--- config.mk ---
export PLATFORM = sky130hd
export DESIGN_NAME = ex_mdu
export DESIGN_NICKNAME = d
export VERILOG_FILES = /design/src/rtl/ex_mdu.sv
export SDC_FILE = /design/constraint.sdc
export NUM_CORES = 1
export LEC_CHECK = 0
export BUFFER_PORTS_ARGS = -buffer_cell sky130_fd_sc_hd__buf_4
export CORE_UTILIZATION = 40
export CTS_BUF_LIST = sky130_fd_sc_hd__clkbuf_16
export CTS_CLUSTER_DIAMETER = 200
export DETAILED_ROUTE_END_ITERATION = 8
export MAX_ROUTING_LAYER = met4
export PLACE_DENSITY_LB_ADDON = 0.08
export SYNTH_ARGS = -nofsm -noshare
export SYNTH_HDL_FRONTEND = slang
export SYNTH_SLANG_ARGS = --single-unit
--- constraint.sdc ---
create_clock -name clk -period 5.6 [get_ports clk]
set_input_delay 0.28 -clock clk [delete_from_list [all_inputs] [get_ports clk]]
set_output_delay 0.28 -clock clk [all_outputs]
set_load 0.02 [all_outputs]
--- src/rtl/ex_mdu.sv ---
// ex_mdu: iterative multiply/divide unit for the EX stage.
// Runs MULT, MULTU, DIV and DIVU one bit per cycle over WIDTH cycles.
// The result is presented as {hi,lo}. While the result is pending, stallreq_o holds the pipeline.
//
// Ports:
//   clk         clock, all state updates on the rising edge
//   rst         synchronous active-high reset
//   start_i     request; held high with stable operands until ready_o is seen
//   op_i        00 MULTU, 01 MULT, 10 DIVU, 11 DIV
//   opdata1_i   multiplicand / dividend (rs)
//   opdata2_i   multiplier / divisor (rt)
//   annul_i     pipeline flush, abandons any operation in flight
//   result_o    {hi,lo}: full product, or {remainder, quotient}
//   ready_o     result_o is valid
//   stallreq_o  combinational stall request towards the pipeline
module ex_mdu #(
  parameter int WIDTH = 32,
  parameter int CNT_W = 6
) (
  input  logic               clk,
  input  logic               rst,
  input  logic               start_i,
  input  logic [1:0]         op_i,
  input  logic [WIDTH-1:0]   opdata1_i,
  input  logic [WIDTH-1:0]   opdata2_i,
  input  logic               annul_i,
  output logic [2*WIDTH-1:0] result_o,
  output logic               ready_o,
  output logic               stallreq_o
);

  typedef enum logic [1:0] {IDLE, ZERO, BUSY, DONE} state_t;

  state_t             state;
  logic [CNT_W-1:0]   cnt;
  logic [2*WIDTH-1:0] acc;
  logic [WIDTH-1:0]   opnd;
  logic               is_div;
  logic               neg_res;
  logic               neg_rem;

  logic               sign1;
  logic               sign2;
  logic [WIDTH-1:0]   mag1;
  logic [WIDTH-1:0]   mag2;
  logic [2*WIDTH-1:0] acc_next;
  logic [2*WIDTH-1:0] final_res;
  logic [WIDTH:0]     sum;
  logic [WIDTH:0]     hi_sh;
  logic [WIDTH:0]     diff;
  logic [WIDTH-1:0]   quo;
  logic [WIDTH-1:0]   rem;

  assign stallreq_o = start_i & ~ready_o & ~annul_i;

  // Operand magnitudes and signs. Only the signed ops (op_i[0]) ever see a negative operand.
  always_comb begin
    sign1 = op_i[0] & opdata1_i[WIDTH-1];
    sign2 = op_i[0] & opdata2_i[WIDTH-1];
    mag1  = sign1 ? -opdata1_i : opdata1_i;
    mag2  = sign2 ? -opdata2_i : opdata2_i;
  end

  // One iteration step on the accumulator, followed by the sign correction that is applied
  // after the last step.
  // Multiply: acc starts as {0, multiplier}. Each step conditionally adds the multiplicand into
  //   the high half, then shifts the whole accumulator right.
  // Divide: acc starts as {0, dividend}. Each step shifts left and tries to subtract the divisor
  //   from the high half; a successful subtraction shifts a quotient 1 into the low half.
  //   After WIDTH steps, hi holds the remainder and lo holds the quotient.
  always_comb begin
    sum      = {1'b0, acc[2*WIDTH-1:WIDTH]} + {1'b0, (acc[0] ? opnd : {WIDTH{1'b0}})};
    hi_sh    = acc[2*WIDTH-1:WIDTH-1];
    diff     = hi_sh - {1'b0, opnd};
    acc_next = {sum, acc[WIDTH-1:1]};
    if (is_div) begin
      if (!diff[WIDTH])
        acc_next = {diff[WIDTH-1:0], acc[WIDTH-2:0], 1'b1};
      else
        acc_next = {hi_sh[WIDTH-1:0], acc[WIDTH-2:0], 1'b0};
    end
    quo       = acc_next[WIDTH-1:0];
    rem       = acc_next[2*WIDTH-1:WIDTH];
    final_res = neg_res ? -acc_next : acc_next;
    if (is_div)
      final_res = {(neg_rem ? -rem : rem), (neg_res ? -quo : quo)};
  end

  // Control FSM plus the datapath registers. Reset takes priority over everything else,
  // then annul takes priority over start.
  // A divide by zero skips the iteration and returns {dividend, all-ones} via ZERO.
  always_ff @(posedge clk) begin
    if (rst) begin
      state    <= IDLE;
      cnt      <= '0;
      result_o <= '0;
      ready_o  <= 1'b0;
      acc      <= '0;
      opnd     <= '0;
      is_div   <= 1'b0;
      neg_res  <= 1'b0;
      neg_rem  <= 1'b0;
    end else if (annul_i) begin
      state   <= IDLE;
      ready_o <= 1'b0;
    end else begin
      case (state)
        IDLE: begin
          if (start_i) begin
            if (op_i[1] && opdata2_i == '0) begin
              state <= ZERO;
            end else begin
              state   <= BUSY;
              cnt     <= '0;
              is_div  <= op_i[1];
              neg_res <= sign1 ^ sign2;
              neg_rem <= sign1;
              if (op_i[1]) begin
                acc  <= {{WIDTH{1'b0}}, mag1};
                opnd <= mag2;
              end else begin
                acc  <= {{WIDTH{1'b0}}, mag2};
                opnd <= mag1;
              end
            end
          end
        end
        ZERO: begin
          result_o <= {opdata1_i, {WIDTH{1'b1}}};
          ready_o  <= 1'b1;
          state    <= DONE;
        end
        BUSY: begin
          acc <= acc_next;
          cnt <= cnt + 1'b1;
          if (cnt == CNT_W'(WIDTH - 1)) begin
            result_o <= final_res;
            ready_o  <= 1'b1;
            state    <= DONE;
          end
        end
        DONE: begin
          if (!start_i) begin
            state   <= IDLE;
            ready_o <= 1'b0;
          end
        end
        default: state <= IDLE;
      endcase
    end
  end

endmodule

==> results.yml <==
run_status:
  status: "finished, final reports clean"
drt:
  drt_iter0_markers: 2084
  ant_nets: 0
  vias: 17800
  routed_wl_mm: 68.7
  via_per_inst: 6.24
  route.detailed.wl_per_inst_um: 24.1
  dr.pass1.iters: 6
  drc_errors: 0
setup_path:
  critPathLaunch: "opnd[0]"
  r2r_setup_slack_ns: 0.21
  cpLargestDelayFamily: "compound AO/OA/AOI/OAI gates"
  critPathSlowestCell: "a221o_1"
  cp_num_cells: 19
  cp.buffers_inverters: 1
  path_cells: "ha_1 > inv_1 > fa_1 > a21o_1 > a221o_1 > a211oi_4 > o21ai_2 > o21ai_0 > nor2_1 > a21oi_1 > ha_1 > and3_1 > nand4_1 > or2_2 > nor3_1 > nor2_1 > or3_1 > o211ai_1 > o22ai_1"
  end_kind: "flip-flop"
  reg2reg_depth: 19
  crit_fanout: 5
  crit_type: "reg -> reg"
  cp_data_required_time_ns: 5.94
  start_kind: "flip-flop"
  r2r_end: "result_o[62]"
  critPathMaxStageDelay_ns: 0.42
  timing.rr.start: "opnd[0]"
  arrival_ns: 5.72
  endpoint: "result_o[62]"
yosys:
  syn_nets: 2385
  seq_area_frac_synth: 0.216
  synth_edf_count: 0
  synth_ff_type: "dfxtp_1"
  yosysWarnings: 0
  synthTopCellsByCount: "261 x nor2_1, 237 x a21oi_1, 213 x nand2_1, 172 x dfxtp_1, 156 x o21ai_0"
  synth.area.top_cells: "dfxtp_1 22%, a21oi_1 7.4%, nor2_1 6.1%"
  synth_top_area_share: 0.216
  synth_top_area_cell: "dfxtp_1"
  async_flop_share: 0
  avgSynthCellArea_um2: 7.12
  yosysMostFrequentCell: "nor2_1"
  synth_area_um2: 16000
  yosys.cell_types.count: 101
  ys_seq_elements: 172
  synth_cells: 2241
floorplanning:
  fp.dieArea_um2: 40700
  die_h_um: 202
  ios: 136
  floorplan.initialDensity: 0.409
  num_rows: 72
  core_area_um2: 39000
  fp.dieW_um: 202
sta:
  slew_headroom: 0.269
  hold_ws_ns: 0.0651
  post-route-period-util: 0.962
  max_freq_ghz: 0.186
  setup_tns_ns: 0
  fin_crit_ns: 5.39
  slew_violations: 0
  rsz0062_at_grt: "false"
  clock-skew-final_ns: 0.0152
  finalSetupViolations: 0
  worst-slew-pin-transition_ns: 1.10
  hold_viol_final: 0
  worst_slack_ns: 0.211
cts:
  cts_tree: "yes"
  clockBufferDepth: 2
  cts_root_buffer: "clkbuf_16"
  post_cts_buffers: 0
  hold_buffers: 0
  cts-resized-gates: 0
  clkTransAtPathRegs_ns: 0.08
  htree_levels: 4
  clk_latency_ns: 0.48
  cts_buffers: 17
  cts.sinks: 172
pwr:
  p_comb_frac: 0.358
  p_seq_frac: 0.338
  power.internal_mw: 2.38
  ir_drop_mv: 0.251
  power.leakage_nw: 7.25
  power_density_nw_per_um2: 221
  clkPwrFrac: 0.303
  switching_share: 0.408
  power.switching_mw: 1.64
placement:
  place_inst: 2813
  dpl_cell_area_um2: 17600
  io_buffers: 135
  hpwl_mm: 53.1
  place.gp.congestion: 1.03
  dpl_worst_slack_ns: 0.369
grt:
  grt_pass1_vias: 16500
  grt_usage: 0.344
  grt-ovfl-total: 0
  antenna_found_initial: 0
  grt_pass1_wl_mm: 104
  grt_max_degree: 86
final_layout:
  finish.instance_area_um2: 18100
  syn_to_final_growth_pct: 13.6
  nets: 2458
  final_cells: 2846
  drive_above_1_share: 0.124
job:
  drv_cap: 0
min_path:
  hp-class: "in -> reg"
## worst min path at each step
stage / startpoint / to / slack [ns] / cells after the start
after floorplan: opdata1_i[14] / result_o[46] / 0.44 / 2
after global placement: result_o[33] / result_o[33] / 0.46 / 2
after detailed placement: result_o[33] / result_o[33] / 0.46 / 2
after CTS: annul_i / ready_o / 0.05 / 2
after global routing: annul_i / ready_o / 0.07 / 2
final: annul_i / ready_o / 0.07 / 2
## stage by stage
step	utilization	total power [mW]
after CTS	0.465	4.00
after global placement	0.450	2.78
after floorplan	-	2.26
after global routing	0.465	4.18
final	0.465	4.01
after detailed placement	0.450	2.78
## kinds of logic (layout without fill, tap and decap cells)
kind of cell,count (synthesis),after routing,share of synthesized area
flops,172,172,0.216
compound gates,737,737,0.299
buf+inv,214,300,0.0537
simple gates,833,833,0.251
other cells,0,1,0
fa+ha+maj,74,74,0.0590
mux,62,62,0.0395
xor+xnor,149,149,0.0818
## registers in the layout (all words and copies together) (netlist names)
register and cells:
neg_rem 1, state 2, acc 64, cnt 6, neg_res 1, opnd 32, is_div 1, result_o 64
ready_o 1
## area by class of cell
class / instances / area [um^2]
Sequential cell: 172 / 3450
Multi-Input combinational cell: 1855 / 11700
Inverter: 73 / 274
Clock buffer: 17 / 425
Timing Repair Buffer: 195 / 1480
Fill cell: 4069 / 20900
Antenna cell: 1 / 2.50
Clock inverter: 15 / 148
Tap cell: 518 / 648
## worst register-to-register path: cells and delay by family (launching register included)
kind	cells	cell delay [ns]
AOI/OAI and AO/OA	8	2.16
adders and majority gates	3	0.87
and+or+nand+nor	7	1.81
DFF	1	0.36
buffers and inverters	1	0.06
## cell usage in the layout, fill, tap and decap left out, types with 54 or more instances in the layout
cell,netlist,routed
a211oi_1,58,58
a21oi_1,237,236
and2_1,59,59
buf_4,6,194
dfxtp_1,172,171
ha_1,72,71
inv_1,73,73
mux2i_1,54,54
nand2_1,213,213
nand3_1,65,65
nor2_1,261,259
nor3_1,68,68
o21ai_0,156,156
xnor2_1,76,76
xor2_1,73,73
## power groups by stage
| stage | combinational (mW) | sequential (mW) | clock, mW |
|---|---|---|---|
| after floorplan | 0.863 | 1.39 | 0 |
| after global placement | 1.40 | 1.38 | 0 |
| after detailed placement | 1.40 | 1.38 | 0 |
| after CTS | 1.41 | 1.36 | 1.24 |
| after global routing | 1.53 | 1.37 | 1.28 |
| final | 1.44 | 1.36 | 1.22 |
## layer usage
layer,GRT usage,wire length (um)
met5,-,0
met4,0.128,2460
met3,0.0384,4450
met2,0.514,30200
met1,0.473,31600
(Power assumes the default switching activity.)
